[src/rtl/counter_game_sched.sv]
// -----------------------------------------------------------------------------
// counter_game_sched
//
// Round-robin scheduler that owns the shared 8-bit game counter. Each cycle it
// grants and applies at most one requester operation (+1, +2, -1, -2). A small
// game FSM (IDLE / RUN / DONE) loads the start value. It reports a win when the
// count reaches 8'hFF and a loss when it reaches 8'h00, and records which
// requester's operation ended the game.
//
// Build option:
//   SATURATE_EN  defined   -> arithmetic clamps to 8'h00 .. 8'hFF
//                undefined -> arithmetic wraps modulo 256
//
// Ports:
//   clk        rising-edge clock
//   reset_n    synchronous active-low reset
//   start      load load_val and (re)start a game; wins over any request
//   load_val   starting count
//   req        per-requester request level [NREQ]
//   req_op     op of requester i at [2i+1:2i]: 00=+1 01=+2 10=-1 11=-2
//   gnt        registered one-hot; bit i = op of i applied at previous edge
//   count      current counter value
//   busy       high while in RUN
//   winner     one-cycle pulse, game ended at 8'hFF
//   loser      one-cycle pulse, game ended at 8'h00
//   result_id  requester that ended the last game, held until the next end
// -----------------------------------------------------------------------------
module counter_game_sched #(
    parameter int NREQ = 4,
    parameter int ID_W = $clog2(NREQ)
) (
    input  logic                clk,
    input  logic                reset_n,
    input  logic                start,
    input  logic [7:0]          load_val,
    input  logic [NREQ-1:0]     req,
    input  logic [2*NREQ-1:0]   req_op,
    output logic [NREQ-1:0]     gnt,
    output logic [7:0]          count,
    output logic                busy,
    output logic                winner,
    output logic                loser,
    output logic [ID_W-1:0]     result_id
);

    typedef enum logic [1:0] {
        IDLE = 2'd0,
        RUN  = 2'd1,
        DONE = 2'd2
    } state_t;

    state_t            state_reg, state_next;
    logic [7:0]        count_reg, count_next;
    logic [ID_W-1:0]   ptr_reg, ptr_next;
    logic [NREQ-1:0]   gnt_reg, gnt_next;
    logic              winner_reg, winner_next;
    logic              loser_reg, loser_next;
    logic [ID_W-1:0]   id_reg, id_next;

    // Arbitration results
    logic              found;
    logic [ID_W-1:0]   g_idx;
    logic [7:0]        g_val;
    logic [NREQ-1:0]   g_onehot;

    // Candidate new count for every lane, computed in parallel so the
    // arbiter only has to pick one.
    logic [NREQ-1:0][7:0] lane_val;

    function automatic logic [7:0] apply_op(input logic [7:0] cur,
                                            input logic [1:0] op);
`ifdef SATURATE_EN
        logic [9:0] delta;
        logic [9:0] sum;
        case (op)
            2'b00:   delta = 10'd1;
            2'b01:   delta = 10'd2;
            2'b10:   delta = 10'h3FF;
            default: delta = 10'h3FE;
        endcase
        sum = {2'b00, cur} + delta;
        // sum spans -2..257: bit 9 marks underflow, bit 8 overflow
        if (sum[9])
            return 8'h00;
        else if (sum[8])
            return 8'hFF;
        else
            return sum[7:0];
`else
        logic [7:0] delta;
        case (op)
            2'b00:   delta = 8'h01;
            2'b01:   delta = 8'h02;
            2'b10:   delta = 8'hFF;
            default: delta = 8'hFE;
        endcase
        return cur + delta;
`endif
    endfunction

    genvar gi;
    generate
        for (gi = 0; gi < NREQ; gi++) begin : g_lane
            assign lane_val[gi] = apply_op(count_reg, req_op[2*gi+1 -: 2]);
        end
    endgenerate

    // Round-robin search: first requesting lane at or above ptr_reg, wrapping.
    always_comb begin
        found    = 1'b0;
        g_idx    = '0;
        g_val    = count_reg;
        g_onehot = '0;
        for (int off = 0; off < NREQ; off++) begin
            for (int k = 0; k < NREQ; k++) begin
                if (!found && req[k] && (((int'(ptr_reg) + off) % NREQ) == k)) begin
                    found       = 1'b1;
                    g_idx       = ID_W'(k);
                    g_val       = lane_val[k];
                    g_onehot[k] = 1'b1;
                end
            end
        end
    end

    // Next-state / next-output logic
    always_comb begin
        state_next  = state_reg;
        count_next  = count_reg;
        ptr_next    = ptr_reg;
        gnt_next    = '0;
        winner_next = 1'b0;
        loser_next  = 1'b0;
        id_next     = id_reg;

        if (start) begin
            // A loaded value is never judged, even 8'h00 or 8'hFF.
            count_next = load_val;
            state_next = RUN;
        end else if (state_reg == RUN && found) begin
            count_next = g_val;
            ptr_next   = ID_W'((int'(g_idx) + 1) % NREQ);
            gnt_next   = g_onehot;
            if (g_val == 8'hFF) begin
                winner_next = 1'b1;
                id_next     = g_idx;
                state_next  = DONE;
            end else if (g_val == 8'h00) begin
                loser_next  = 1'b1;
                id_next     = g_idx;
                state_next  = DONE;
            end
        end
    end

    always_ff @(posedge clk) begin
        if (!reset_n) begin
            state_reg  <= IDLE;
            count_reg  <= 8'h01;
            ptr_reg    <= '0;
            gnt_reg    <= '0;
            winner_reg <= 1'b0;
            loser_reg  <= 1'b0;
            id_reg     <= '0;
        end else begin
            state_reg  <= state_next;
            count_reg  <= count_next;
            ptr_reg    <= ptr_next;
            gnt_reg    <= gnt_next;
            winner_reg <= winner_next;
            loser_reg  <= loser_next;
            id_reg     <= id_next;
        end
    end

    assign gnt       = gnt_reg;
    assign count     = count_reg;
    assign busy      = (state_reg == RUN);
    assign winner    = winner_reg;
    assign loser     = loser_reg;
    assign result_id = id_reg;

endmodule

[config.mk]
export PLATFORM = sky130hd
export DESIGN_NAME = counter_game_sched
export DESIGN_NICKNAME = d
export VERILOG_FILES = /design/src/rtl/counter_game_sched.sv
export SDC_FILE = /design/constraint.sdc
export NUM_CORES = 1
export LEC_CHECK = 0
export BUFFER_PORTS_ARGS = -buffer_cell sky130_fd_sc_hd__buf_2
export CORE_UTILIZATION = 45
export CTS_CLUSTER_DIAMETER = 80
export DETAILED_ROUTE_END_ITERATION = 10
export GPL_ROUTABILITY_DRIVEN = 1
export PLACE_DENSITY = 0.62
export REMOVE_ABC_BUFFERS = 1
export SETUP_SLACK_MARGIN = 0.1
export SLEW_MARGIN = 20
export SYNTH_ARGS = -nofsm -noshare
export SYNTH_HDL_FRONTEND = slang
export SYNTH_SLANG_ARGS = --single-unit
[constraint.sdc]
create_clock -name clk -period 6.16 [get_ports clk]
set_input_delay 0.616 -clock clk [delete_from_list [all_inputs] [get_ports clk]]
set_output_delay 0.616 -clock clk [all_outputs]
set_load 0.005 [all_outputs]
---- Word level (Yosys, flattened, before mapping) ----
Index checks and enable logic that the tools add are counted.
word-level totals
  logic and storage cells ................. 189
  output and inout port bits .............. 17
  input bits .............................. 23
  flip-flop bits (word level) ............. 20
operators by class
  bitwise logic cells ..................... 6
  muxes and demuxes ....................... 76
  equal/unequal tests ..................... 22
  add/subtract/negate cells ............... 8
  reduce and logical (&&, ||, !) cells .... 69
operators by type and width
  operator               count
  $mux W8                18
  $logic_not A32 Y1      4
  $pmux W8 S3            4
  $mux W1                36
  $mux W2                18
  $add A8 B8 Y8          4
  $logic_and A1 B1 Y1    32
  $eq A3 B3 Y1 const B   6
  $logic_not A1 Y1       15
  $eq A2 B1 Y1 const B   6
  $eq A2 B2 Y1 const B   6
  $eq A3 B2 Y1 const B   3
  $eq A8 B8 Y1 const B   1
  $logic_not A2 Y1       4
  $logic_not A8 Y1       1
  $reduce_or A2 Y1       4
  $reduce_and A2 Y1      3
  $add A2 B1 Y2 const B  2
  $add A2 B2 Y2 const B  2
  $reduce_bool A2 Y1     2
  $reduce_or A4 Y1       1
  $and A1 B1 Y1 const A  3
  $not A1 Y1             3
  $reduce_and A3 Y1      1
  other kinds (2)        2

---- Depth between registers and ports, before layout ----
Gate-level depths: netlist of run 1.
  word-level depth ........................ 68
  gate-level depth with buffers ........... 14
  depth with buffers taken out ............ 14

---- Worst setup path before layout of run 1 ----
No wires, ideal clock.
  kind .................................... input-to-reg
  start point ............................. in req_op[2]
  end point ............................... reg id_reg[0], in the netlist result_id[0]
  cell stages on the path ................. 13
  data arrival time ....................... 3462 ps
  setup slack ............................. 2626 ps
  path buffers ............................ 0
  path through ............................ or2_2 fa_1 and3_1 or2_1 xor2_1 o211a_1 o2bb2a_2 o211ai_2 a21oi_1 nand4b_4 nor4b_4 o21a_2 mux2i_1
between the ends
  cells in the longest elaborated chain, start to end .. 21
  elaborated cells on any way between the ends .. 25
  those cells by class .................... add/sub (1); eq/ne (3); mux (17); reduce/logical (4)
ends and longest elaborated chain
  what                                              line      RTL
  start: declaration                                37        input logic [2*NREQ-1:0] req_op,
  $eq A2 B2 Y1 (tied with other cells)              91        case (op)
  $pmux W8 S3 (*)                                   91
  $add A8 B8 Y8 (*)                                 97        return cur + delta;
  $mux W8 (12 in a row)                             116       if (!found && req[k] && (((int'(ptr_reg) + off) % NREQ) == k)) begin
  $mux W8 (*) (3 in a row)                          116
  $eq A8 B8 Y1 or $logic_not A8 Y1 (tied branches)  144, 148
  $reduce_bool A2 Y1 (no source line)               n/a
  $reduce_and A3 Y1 (no source line)                n/a
  end signal: assignment                            172       id_reg <= id_next;
  end: declaration                                  58        logic [ID_W-1:0] id_reg, id_next;
Every way passes the cells marked *; elsewhere a longest branch is shown, timed or not.
A chain may end at the register's enable or synchronous reset.

---- Final worst setup path of run 1 ----
  start point ............................. reg count_reg[0], in the netlist count[0]
  end point ............................... reg id_reg[0], in the netlist result_id[0]
between the ends
  cells in the longest elaborated chain, start to end .. 20
  elaborated cells on any way between the ends .. 25
  those cells by class .................... add/sub (4); eq/ne (1); mux (17); reduce/logical (3)
ends and longest elaborated chain
  what                                              line      RTL
  start: declaration                                53        logic [7:0] count_reg, count_next;
  start signal: assignment                          167       count_reg <= count_next;
  $add A8 B8 Y8                                     97
  $mux W8 (15 in a row)                             116
  $mux W8 (*)                                       116
  $eq A8 B8 Y1 or $logic_not A8 Y1 (tied branches)  144, 148
  $reduce_bool A2 Y1 (no source line)               n/a
  $reduce_and A3 Y1 (no source line)                n/a
Marked as above.

==> impl_metrics.tcl, run 1 <==
set metrics [dict create \
    wl_um 15780 \
    clockRootBuffer "clkbuf_8" \
    final_cell_mix "nor2_1, nand2_1, a21oi_1" \
    cts_tree "yes" \
    worstSetupEndpointType "flop" \
    hold_path.class "flop to flop" \
    grt_pass1_wl_um 24410 \
    ys_seq_area_share_pct 9.929 \
    track_usage_pct 33.64 \
    fp.dieW_um 96.67 \
    async_flop_share_pct 0 \
    clkTransAtPathRegs_ns 0.08 \
    worstReg2RegStart "count[0]$_SDFFE_PN1P_" \
    critPathLaunchType "flop" \
    nNetsFinal 610 \
    hold_viol 0 \
    syn_avg_cell_area_um2 7.440 \
    grt_max_degree 39 \
    worstPathRequired_ns 6.36 \
    syn_to_final_growth_pct 5.957 \
    routed_via_density 6.820 \
    arrival_ns 4.01 \
    ctsHoldBuffers 0 \
    yosys.area.top_type_share_pct 9.929 \
    dr.first_iter.drc_count 411 \
    fin_skew_ns 0.004376 \
    portBuffers 39 \
    clkLatencyLatePin_ns 0.27 \
    layout_commonest_cell "nor2_1" \
    cts_resized 0 \
    cp_max_fo 9 \
    start_util_pct 46.47 \
    first_pass_iters 6 \
    hpwl_um 11910 \
    finalCritPeriodShare_pct 61.83 \
    vias 4515 \
    ys_ff_latch 20 \
    multi_input_area_mm2 0.003396 \
    grt_antenna_before_repair 0 \
    synthTopCellsByArea "dfxtp_1, ha_1, a21oi_1" \
    grt_pass1_vias 4204 \
    fillCellCount 887 \
    clock-sinks 20 \
    p_per_area_mw_per_mm2 172.1 \
    overflow 0 \
    core_area_mm2 0.008678 \
    fmax_ghz 0.2625 \
    ir_drop_mv 0.1327 \
    gp_congestion 1.001 \
    syn_inst 542 \
    drc_errors 0 \
    post_cts_buffers 0 \
    critPathLaunch "count[0]$_SDFFE_PN1P_" \
    tightest_slew_ns 0.8723 \
    detail-route-antenna-nets 0 \
    synth_edf_count 0 \
    cts.path.max_buffers 2 \
    die_area_mm2 0.009344 \
    totalPowerFinal_mw 0.7354 \
    crit_type "flop to flop" \
    tns_ns 0 \
    io_pins 40 \
    drv_cap 0 \
    htree_levels 1 \
    largest_register_ffs 8 \
    synth_flop_cell "dfxtp_1" \
    wl_per_cell_um 23.84 \
    ys_types 94 \
    rsz0062_at_grt "false" \
    relSlewSlack_pct 41.40 \
    hp-start "result_id[1]$_SDFFE_PN0P_" \
    ys_warn_count 0 \
    syn-cell-area_mm2 0.004033 \
    numCtsBuffers 3 \
    drive_gt1_share_pct 16.06 \
    status "completed" \
    setup_viol 0 \
    num_antenna_cells 0 \
    die_h_um 96.67 \
    yosys.area.top_type "dfxtp_1" \
    rows 34 \
    slew_viol_final 0 \
    layout.area.seq_um2 400.4 \
    p_leak_nw 1.734 \
    period_needed_ns 3.809 \
]
[where the power goes]
group	internal, mW	switching, mW	leakage (nW)
Clock	0.0869	0.0477	0.0357
Sequential	0.135	0.0181	0.164
Combinational	0.163	0.285	1.53
[layer usage]
metal  global-route usage [%]  vias up  wire length, µm
li1                         -     2108                -
met1                    47.49     2117             7056
met2                    51.19      248             6743
met3                    5.491       42             1386
met4                    12.40        0              596
met5                        0        -                0
[area by class of cell]
type	count	share of cell area (%)
Inverter	12	1.054
Clock inverter	1	0.7028
Multi-Input combinational cell	475	79.47
Clock buffer	3	0.9663
Sequential cell	20	9.370
Timing Repair Buffer	43	5.271
Tap cell	108	3.163
[cells in the mapped netlist, drive strengths merged, types with 3 or more instances]
master    n
a31oi     7
xnor2    13
nor2b    15
a211oi   14
mux2i    10
a211o     4
a222oi    3
inv      12
clkbuf   16
buf      19
nand4     4
and3      4
nor2     55
o221ai   13
a21oi    47
and2      8
xor2     14
o41ai     3
nor3     15
o211a     3
fa        4
nand2    49
a2111oi   3
o21ai    40
ha       28
dfxtp    20
a22oi     6
a21o      5
a32oi     3
o2bb2ai   3
o211ai    3
a221oi    8
o21a      8
nor3b     5
o21bai    3
or2       6
a21boi    4
o22ai    13
or3       3
nand3     6
nand2b    6
[final timing paths]
kind / to / slack (ns) / cells past startpoint
worst max-delay path: result_id[0]$_SDFFE_PN0P_ / 2.35 / 12
worst min-delay path: result_id[1]$_SDFFE_PN0P_ / 0.47 / 2
worst max register to register: result_id[0]$_SDFFE_PN0P_ / 2.35 / 12
worst min register to register: result_id[1]$_SDFFE_PN0P_ / 0.47 / 2
[per-stage QoR]
step / hold WS [ns] / std cells / util, % / area, µm² / setup slack [ns]
after floorplan: 0.4486 / 507 / - / 3831 / 2.626
after global placement: 0.4524 / 658 / 48.37 / 4198 / 2.122
after detailed placement: 0.4660 / 658 / 48.37 / 4198 / 2.106
after CTS: 0.4725 / 662 / 49.19 / 4269 / 2.381
after global routing: 0.4815 / 662 / 49.24 / 4273 / 2.160
final: 0.4662 / 662 / 49.24 / 4273 / 2.351
[critical path, stage by stage (launching register included)]
cell	delay (ns)
dfxtp_1	0.70
ha_1	0.30
fa_1	0.56
nand2_1	0.12
o32ai_1	0.09
a222oi_1	0.26
o31a_1	0.19
o21ai_1	0.06
a21boi_1	0.54
nand4b_4	0.16
nor4b_4	0.37
o21a_2	0.21
mux2i_1	0.17
[cell families (layout without fill, tap and decap cells)]
family	after synthesis	after routing	share of synthesized area, %
adder cells (fa/ha/maj)	32	32	10.67
AO/OA/AOI/OAI	212	212	38.04
flip-flops	20	20	9.929
XOR/XNOR	27	27	6.050
buffers and inverters	47	59	6.112
multiplexers	11	11	2.761
AND/OR/NAND/NOR	193	193	26.44
Power figures use the tool's default switching activity.
==> inputs of run 2 (changes only) <==
- ABC_AREA: unset -> 1
- PLACE_DENSITY: 0.62 -> 0.65
- clock period: 6.16 -> 3.3 ns (I/O delays scaled with it)
==> run 2 against run 1 <==
Effect of this change: flip-flop and latch count did not move; clock power increased by 82%; final cell count is 66% higher; clock skew is 0.0016 ns higher; largest cell class unchanged.
==> impl_metrics.tcl, run 2 <==
set metrics [dict create \
    fp.dieW_um 100.9 \
    nNetsFinal 1029 \
    stdcell_count 1102 \
    ys_warn_count 0 \
    hold_path.class "input pin to flop" \
    drv_cap 0 \
    worstHoldPathCells 3 \
    wl_per_cell_um 14.73 \
    synth-xor-area-share_pct 1.991 \
    hold_viol 0 \
    yosys.area_share.simple_pct 49.76 \
    worstReg2RegStart "count[0]$_SDFFE_PN1P_" \
    finalCritPeriodShare_pct 98.35 \
    synth_edf_count 0 \
    arrival_ns 3.42 \
    dr.first_iter.drc_count 447 \
    drive_gt1_share_pct 25.39 \
    vias 5688 \
    start_util_pct 46.93 \
    crit_type "flop to flop" \
    syn_inst 847 \
    tightest_slew_ns 0.4631 \
    yosys.area.top_type "nand2_1" \
    yosys.area.top_type_share_pct 28.51 \
    detail-route-antenna-nets 0 \
    synth_compound_area_share_pct 12.89 \
    synth_top_family_by_area "simple AND/OR/NAND/NOR gates" \
    portBuffers 39 \
    die_area_mm2 0.01017 \
    drc_errors 0 \
    final_cell_mix "nand2_1, inv_1, buf_4" \
    synth_adder_area_share_pct 9.787 \
    ctsHoldBuffers 0 \
    routed_via_density 5.162 \
    ys_ff_latch 20 \
    rsz0062_at_grt "true" \
    slew_viol_final 0 \
    reg2reg_depth 29 \
    critPathLaunchType "flop" \
    cts.path.max_buffers 2 \
    setup_viol 0 \
    num_antenna_cells 0 \
    gp_congestion 1.063 \
    clock-sinks 20 \
    ir_drop_mv 0.3161 \
    hp-start "load_val[0]" \
    io_pins 40 \
    max_stage_delay_ns 0.60 \
    synth_common_cells "nand2_1, inv_1, nand3_1" \
    place_area_mm2 0.005388 \
    synth_most_common_cell "nand2_1" \
    syn-cell-area_mm2 0.004398 \
    relSlewSlack_pct 69.09 \
    cp_max_fo 5 \
    clockRootBuffer "clkbuf_8" \
    synth_flop_cell "dfxtp_1" \
    grt_max_degree 15 \
    overflow 0 \
    clkLatencyLatePin_ns 0.26 \
    wl_um 16240 \
    rows 35 \
    syn_avg_cell_area_um2 5.192 \
    grt_antenna_before_repair 0 \
    die_h_um 100.9 \
    period_needed_ns 3.246 \
    muxShareOfSynthArea_pct 0 \
    fmax_ghz 0.3081 \
    core_area_mm2 0.009371 \
    numCtsBuffers 3 \
    ys_types 40 \
    worstPathRequired_ns 3.47 \
    placed_cells 1091 \
    grt_pass1_wl_um 25920 \
    htree_levels 1 \
    grt_pass1_vias 5222 \
    largest_register_ffs 8 \
    cts_tree "yes" \
    p_per_area_mw_per_mm2 358.6 \
    layout_commonest_cell "nand2_1" \
    cp_slowest_cell "fa_2" \
    clkTransAtPathRegs_ns 0.07 \
    async_flop_share_pct 0 \
    ys_seq_area_share_pct 9.104 \
    track_usage_pct 32.49 \
    synthTopCellsByArea "nand2_1, inv_1, dfxtp_1" \
    crit_top_cell "nand2_1" \
    worstSetupEndpointType "flop" \
    hpwl_um 13180 \
    final_area_mm2 0.005763 \
    critPathLaunch "count[0]$_SDFFE_PN1P_" \
    fin_skew_ns 0.006011 \
    tns_ns 0 \
    post-route-util_pct 61.50 \
    first_pass_iters 5 \
    p_leak_nw 3.317 \
    syn_to_final_growth_pct 31.04 \
    status "completed" \
]
## run 2: cell types whose count changed in the layout (fill, tap and decap cells not counted), sizes merged, moves of 14 or more
cell and delta:
nor2b -15, nand3 +51, buf +100, inv +147, a211oi -14, nand2 +295
nand4 +14
## run 2: kinds of logic after synthesis
family | count (synthesis)
simple gates | 498
buf+inv | 182
compound gates | 105
fa+ha+maj | 32
flops | 20
xor+xnor | 10
## run 2: where the power goes
group	internal [mW]	switching [mW]
logic	0.635	0.899
registers	0.257	0.0303
clock network	0.162	0.0835
## run 2: layout make-up
type | count | area (µm²)
inverters | 161 | 611.8
multi-input cells | 645 | 3496
clock buffers | 3 | 41.29
fillers | 979 | 3608
well taps | 129 | 161.4
clock inverters | 1 | 30.03
repair buffers | 143 | 1005
flip-flops and latches | 20 | 417.9
## run 2: timing repair
action / CTS / global route
resized for setup: 21 / 47
pin swaps: 14 / 12
buffers inserted: 4 / 7
endpoints found under the setup margin: 6 / 9
## run 2: metrics by stage
stage / power (mW) / setup slack (ns) / hold slack, ns
global placement: 1.671 / -0.1009 / 0.4641
finish: 2.067 / 0.05445 / 0.3086
floorplan: 1.095 / 0.1080 / 0.4331
global route: 2.231 / -0.1558 / 0.3230
detailed placement: 1.684 / -0.2192 / 0.4725
CTS: 1.983 / 0.07977 / 0.3080
## run 2: final timing paths
path | slack [ns] | end
hold / removal | 0.31 | count[0]$_SDFFE_PN1P_
hold reg to reg | 0.49 | state_reg[1]$_SDFFE_PP0P_
setup / recovery | 0.05 | winner$_SDFF_PP0_
setup reg to reg | 0.05 | winner$_SDFF_PP0_
## run 2: critical path: cells and delay by family, from the launching register on
family,cells,cell delay (ns)
buffers and inverters,1,0.13
DFF,1,0.40
and+or+nand+nor,25,1.68
AOI/OAI and AO/OA,1,0.16
adders and majority gates,2,0.78
## run 2: layer usage
metal  GRT usage [%]  wire length (µm)  part of all wire (%)
met1           44.87              7284                    45
met2           52.00              6959                    43
met3           4.716              1471                   9.1
met4           10.14               520                   3.2
met5               0                 0                     0
